<file path="config.mk">
export PLATFORM = sky130hd
export DESIGN_NAME = button_prob
export DESIGN_NICKNAME = d
export VERILOG_FILES = /design/src/rtl/button_prob.sv
export SDC_FILE = /design/constraint.sdc
export NUM_CORES = 1
export LEC_CHECK = 0
export ABC_AREA = 1
export CAP_MARGIN = 5
export CORE_AREA = 2 2 39 41
export CTS_BUF_LIST = sky130_fd_sc_hd__clkbuf_16
export CTS_CLUSTER_SIZE = 40
export DETAILED_ROUTE_END_ITERATION = 8
export DIE_AREA = 0 0 41 43
export GPL_ROUTABILITY_DRIVEN = 0
export SYNTH_ARGS = -nofsm -noshare
export SYNTH_HDL_FRONTEND = slang
export SYNTH_SLANG_ARGS = --single-unit
</file>
<file path="constraint.sdc">
create_clock -name clock -period 1.1 [get_ports clock]
set_input_delay 0.275 -clock clock [delete_from_list [all_inputs] [get_ports clock]]
set_output_delay 0.275 -clock clock [all_outputs]
set_load 0.005 [all_outputs]
</file>
<file path="src/rtl/button_prob.sv">
// rtl/button_prob.sv - synchronised, debounced push-button single-pulse generator
//
// Purpose:
//   Conditions a raw, bouncing, asynchronous push-button level. The block
//   synchronises the button, debounces it with a stability counter, and
//   produces one registered single-cycle pulse for each accepted press.
//
// Ports:
//   clock   : system clock; all state updates on the rising edge
//   reset_n : asynchronous active-low reset; clears all state
//   button  : raw active-high button level, asynchronous, may bounce
//   btn_opt : registered single-cycle press pulse, active-high
`timescale 1us/1ns
module button_prob #(
  parameter int unsigned STABLE_CYCLES = 3
) (
  input  logic clock,
  input  logic reset_n,
  input  logic button,
  output logic btn_opt
);

  localparam int unsigned CNT_W = $clog2(STABLE_CYCLES + 1);
  // With a single required sample the entry sample already satisfies
  // acceptance, so both wait states are skipped.
  localparam bit ONE_SAMPLE = (STABLE_CYCLES == 1);

  typedef enum logic [1:0] {
    IDLE,
    PRESS_WAIT,
    PRESSED,
    RELEASE_WAIT
  } state_t;

  state_t             state_q, state_d;
  logic [CNT_W-1:0]   cnt_q, cnt_d;
  logic               sync1_q, sync2_q;
  logic               pulse_q, pulse_d;
  logic               s;
  logic               accept;

  // Only the synchroniser reads the raw button.
  assign s = sync2_q;

  // The current sample completes the required run when cnt+1 reaches the
  // target; evaluated in 32 bits so the compare never wraps.
  assign accept = ((32'(cnt_q) + 32'd1) == 32'(STABLE_CYCLES));

  always_ff @(posedge clock or negedge reset_n) begin
    if (!reset_n) begin
      sync1_q <= 1'b0;
      sync2_q <= 1'b0;
      state_q <= IDLE;
      cnt_q   <= '0;
      pulse_q <= 1'b0;
    end else begin
      sync1_q <= button;
      sync2_q <= sync1_q;
      state_q <= state_d;
      cnt_q   <= cnt_d;
      pulse_q <= pulse_d;
    end
  end

  always_comb begin
    state_d = state_q;
    cnt_d   = cnt_q;
    pulse_d = 1'b0;
    case (state_q)
      IDLE: begin
        if (s) begin
          if (ONE_SAMPLE) begin
            state_d = PRESSED;
            cnt_d   = '0;
            pulse_d = 1'b1;
          end else begin
            state_d = PRESS_WAIT;
            cnt_d   = CNT_W'(1);
          end
        end
      end
      PRESS_WAIT: begin
        if (!s) begin
          // Bounce: drop back without pulsing.
          state_d = IDLE;
          cnt_d   = '0;
        end else if (accept) begin
          state_d = PRESSED;
          cnt_d   = '0;
          pulse_d = 1'b1;
        end else begin
          cnt_d = cnt_q + CNT_W'(1);
        end
      end
      PRESSED: begin
        if (!s) begin
          if (ONE_SAMPLE) begin
            state_d = IDLE;
            cnt_d   = '0;
          end else begin
            state_d = RELEASE_WAIT;
            cnt_d   = CNT_W'(1);
          end
        end
      end
      RELEASE_WAIT: begin
        if (s) begin
          // Release bounce: still held, so no new press is recognised.
          state_d = PRESSED;
          cnt_d   = '0;
        end else if (accept) begin
          state_d = IDLE;
          cnt_d   = '0;
        end else begin
          cnt_d = cnt_q + CNT_W'(1);
        end
      end
      default: begin
        state_d = IDLE;
        cnt_d   = '0;
      end
    endcase
  end

  assign btn_opt = pulse_q;

endmodule

</file>
==> metrics.txt, run 1 <==
GR Util met3=3.14%; Setup Viol. Count Final=0; Synth Area in Simple Gates=between 20% and 30%; TritonCTS clock tree=built; P&R area growth vs syn=48.1%; die area=between 1500 and 2000 um2; Compound-Gate Fraction of Synth Area=3.70%; Pre-antenna DRT Iters=4; final worst-path cycle share=~95%; synth warn=0; post-synthesis sequential area ratio=64.8%; most common cell after layout, fill and taps aside=nand2_1; GRT Max-Usage Layer=met4; Hold WC Path Type=in2async; footprint of the multi-input gates=72.6 um2; Seq. cell area=~180 um2; crit path buf inv count=1; minimum clock period=1.04 ns; fillcell total=140; H-tree depth=1; hpwl dp=315 um; CP top delay family=flip-flops; I/O pins=4; row cnt=14; Seq cells post-synth=7; largest family of logic cells by synthesized area=simple AND/OR/NAND/NOR gates; Rel. slew slack=79.1%; met1 usage=7.67%; routed vias=200; DP Worst Slack=0.0399 ns; CP peak stage delay=0.34 ns; share of cells above drive strength 1=a little over an eighth; Worst Clk Skew=0.00163 ns; crit path DAT=0.77 ns; mapped cell area=270 um2; die height=~43 um; Worst-path clk slew=0.04 ns; Syn Nets=33; vias per cell=3.77; first-pass GRT wire length=800 um; most frequent cells in the layout=nand2_1 (8), dfrtp_1 (7), inv_1 (6); post-route ant nets=0; M2 GR Usage=10.0%; XOR/XNOR Fraction of Synth Area=0%; Slowest-stage cell, CP=dfrtp_1; post-CTS setup buffers=0; initial antenna violation count=0; drc violations=0; worst-path cell chain=clkdlybuf4s15_1; Clock Tree Buf Depth=2; post-synthesis mux area share=0%; Worst Setup End Kind=primary output; starting density of the core=19.5%; leakage power=roughly 0.21 nW; Final Util=28.9%; Max VDD drop=1.15 mV; Post-Layout Cell Count=53; total wire length=437 um; Required @ worst endpoint=around 0.8 ns; CP Launch Type=flop; GR Overflow Total=0; CTS root buffer=clkbuf_16; Worst-Margin Slew=0.312 ns; adder-cell share of the synthesized area=0%; TNS Setup=0 ns; Sink Count=7; wire per inst=between 8 and 9 um; Power Density=3010 nW/um2; nets@finish=41; number of buffers added on ports=3; worst-path fanout max=1; Avg Inst Size Synth=9.01 um2; vias in the first global route=219; pin count of the biggest net entering global routing=8; Final Max Tran Viols=0; die extent in x=between 40 and 50 um; 1st-iter DRT viols=8; Final Hold Vio Count=0; Reg2Reg Setup Slack=0.27 ns; status=finished, final reports clean; Pwr Total=0.00120 W; worst-skew pair later-pin latency=0.23 ns; Ant. Diodes=0; Post-Syn Instances=30; core footprint=1380 um2; library cells used by synthesis=8; max-cap violations=0; clock buffer count from CTS=3; RSZ-0062 raised after global routing=no; Total GRT Usage=under 10%; critical path class=reg2out; Max Fclk=960 MHz; Cells after DPL=slightly below 50; final worst slack=about 0.058 ns
stage by stage:
stage               area [um2]  hold WS, ns
floorplan                  270      -0.0206
global placement           320        0.332
detailed placement         320        0.343
CTS                        400        0.311
global route               400        0.342
finish                     400        0.304
layer usage:
layer | vias to the layer above | share of wire [%]
li1 | 102 | -
met3 | 0 | 3.2
met2 | 4 | 55
met1 | 94 | 42
met4 | 0 | 0
met5 | - | 0
power breakdown:
group	switching [W]	internal [W]	total (W)
logic	0.000126	0.0000785	0.000204
clock network	0.000136	0.000476	0.000612
registers	0.0000515	0.000337	0.000388
total	0.000313	0.000891	0.00120
worst paths after layout:
kind                                 startpoint  depth (start not counted)                   end
min in group clock            sync1_q$_DFF_PN0_                          0           s$_DFF_PN0_
max                           btn_opt$_DFF_PN0_                          1               btn_opt
min reg2reg                   sync1_q$_DFF_PN0_                          0           s$_DFF_PN0_
max in group asynchronous               reset_n                          1  cnt_q[1]$_DFFE_PN0P_
max reg2reg                cnt_q[0]$_DFFE_PN0P_                          4                  flop
min                                     reset_n                          1     btn_opt$_DFF_PN0_
layout make-up:
type                       instances  share of cell area (%)
inverter                           6                    5.62
timing repair buffer               3                    7.50
tap                               16                    5.00
clock inverter                     1                    1.25
multi-input combinational         17                    18.1
sequential                         7                    43.8
clock buffer                       3                    18.8
cells by family after synthesis:
family          count (synthesis)
compound gates                  2
buf+inv                         6
flops                           7
simple gates                   15
Yosys cell counts:
cell     instances  area share [%]
dfrtp_1          7              65
inv_1            6             8.3
nand3_1          3             5.6
o21ai_1          1             1.9
nand2_2          1             2.3
o21ai_0          1             1.9
nor2_1           3             4.2
nand2_1          8              11
what timing repair did:
item / 4_1_cts / 5_1_grt
hold endpoints to repair: 0 / 0
resized for setup: 2 / 0
endpoints found under the setup margin: 1 / 0
hold buffers: 0 / 0
No activity file was read; power rests on OpenSTA's default activity.
==> run 2, diff against run 1 <==
- GPL_TIMING_DRIVEN: default -> 0
==> run 2 against run 1 <==
Against the previous run: cell area decreased by 0.31%; highest routed layer unchanged; total power fell by 1.4%; first-iteration DRC count decreased by 100%; sequential power is 1% lower; critical path type unchanged; critical endpoint unchanged.
==> metrics.txt, run 2 (same netlist as run 1, synthesis figures left out) <==
Final Max Tran Viols=0; DP Worst Slack=0.0275 ns; max-cap violations=0; I/O pins=4; worst r2r path cells=4; Final Util=28.8%; Pre-antenna DRT Iters=1; status=finished, final reports clean; Rel. slew slack=79.3%; wire per inst=8.04 um; CP top delay family=flip-flops; initial antenna violation count=0; Post-CTS Hold Buffers=0; Slowest-stage cell, CP=dfrtp_1; die extent in x=between 40 and 50 um; total wire length=426 um; leakage power=about 0.21 nW; dpl cell area=320 um2; crit path buf inv count=1; worst-skew pair later-pin latency=about 0.23 ns; Max Fclk=954 MHz; die height=43 um; CP Launch Type=flop; clock buffer count from CTS=3; Worst Clk Skew=0.00131 ns; hpwl dp=319 um; CTS root buffer=clkbuf_16; nets@finish=41; Total GRT Usage=between 6 and 7%; worst-path fanout max=1; Setup Viol. Count Final=0; TritonCTS clock tree=built; Hold WC Path Type=in2async; vias in the first global route=193; reg-to-reg startpoint=cnt_q[0]$_DFFE_PN0P_; worst-path cell chain=clkdlybuf4s15_1; crit path DAT=approximately 0.77 ns; Clock Tree Buf Depth=2; most common cell after layout, fill and taps aside=nand2_1; minimum clock period=roughly 1.0 ns; final worst slack=between 0.05 and 0.06 ns; first-pass GRT wire length=696 um; vias per cell=3.74; 1st-iter DRT viols=0; Max VDD drop=1.29 mV; TNS Setup=0 ns; CP peak stage delay=0.35 ns; P&R area growth vs syn=47.7%; final worst-path cycle share=95.3%; die area=1760 um2; RSZ-0062 raised after global routing=no; final hold slack=0.306 ns; pin count of the biggest net entering global routing=8; GR Overflow Total=0; Worst-Margin Slew=0.310 ns; core footprint=1380 um2; drc violations=0; starting density of the core=between 10% and 20%; Reg2Reg Setup Slack=about 0.24 ns; row cnt=14; share of cells above drive strength 1=10.8%; routed vias=198; Final Hold Vio Count=0; number of buffers added on ports=3; critical path class=reg2out; Worst-path clk slew=0.03 ns; H-tree depth=1; Required @ worst endpoint=approximately 0.82 ns; Sink Count=7; Worst Setup End Kind=primary output; Ant. Diodes=0; post-route cell area=399 um2; most frequent cells in the layout=nand2_1 (8), inv_1 (7), dfrtp_1 (7); post-route ant nets=0; Power Density=2980 nW/um2
[run 2: stage by stage]
step | total power (W) | cells
finish | 0.00119 | 53
global route | 0.00126 | 53
CTS | 0.00121 | 53
detailed placement | 0.000600 | 49
global placement | 0.000587 | 49
floorplan | 0.000541 | 30
[run 2: power breakdown]
group          internal [W]  total (W)  switching, W
clock              0.000471   0.000594      0.000123
sequential         0.000337   0.000384     0.0000475
combinational     0.0000787   0.000210      0.000131
total              0.000886    0.00119      0.000301
[run 2: worst max-delay path by stage]
stage | startpoint | to | cells past startpoint
global placement | btn_opt$_DFF_PN0_ | btn_opt | 1
CTS | btn_opt$_DFF_PN0_ | btn_opt | 1
floorplan | cnt_q[0]$_DFFE_PN0P_ | flop | 4
global route | btn_opt$_DFF_PN0_ | btn_opt | 1
finish | btn_opt$_DFF_PN0_ | btn_opt | 1
detailed placement | btn_opt$_DFF_PN0_ | btn_opt | 1
[run 2: repair_timing]
item,CTS,global route
setup buffers,0,0
gates resized for setup,2,0
endpoints found under the setup margin,1,0
[run 2: layer usage]
metal / part of all wire [%] / wire length (um) / track usage (%)
met1: 46 / 196 / 6.69
met2: 53 / 226 / 9.06
met3: 0.70 / 3 / 1.57
met4: 0 / 0 / 6.00
met5: 0 / 0 / 0
[run 2: cell type report]
type / instances / area (um2)
Fill cell: 142 / 985
Clock inverter: 1 / 3.75
Timing Repair Buffer: 3 / 30.0
Clock buffer: 3 / 75.1
Sequential cell: 7 / 175
Tap cell: 16 / 20.0
Multi-Input combinational cell: 17 / 72.6
Inverter: 6 / 22.5
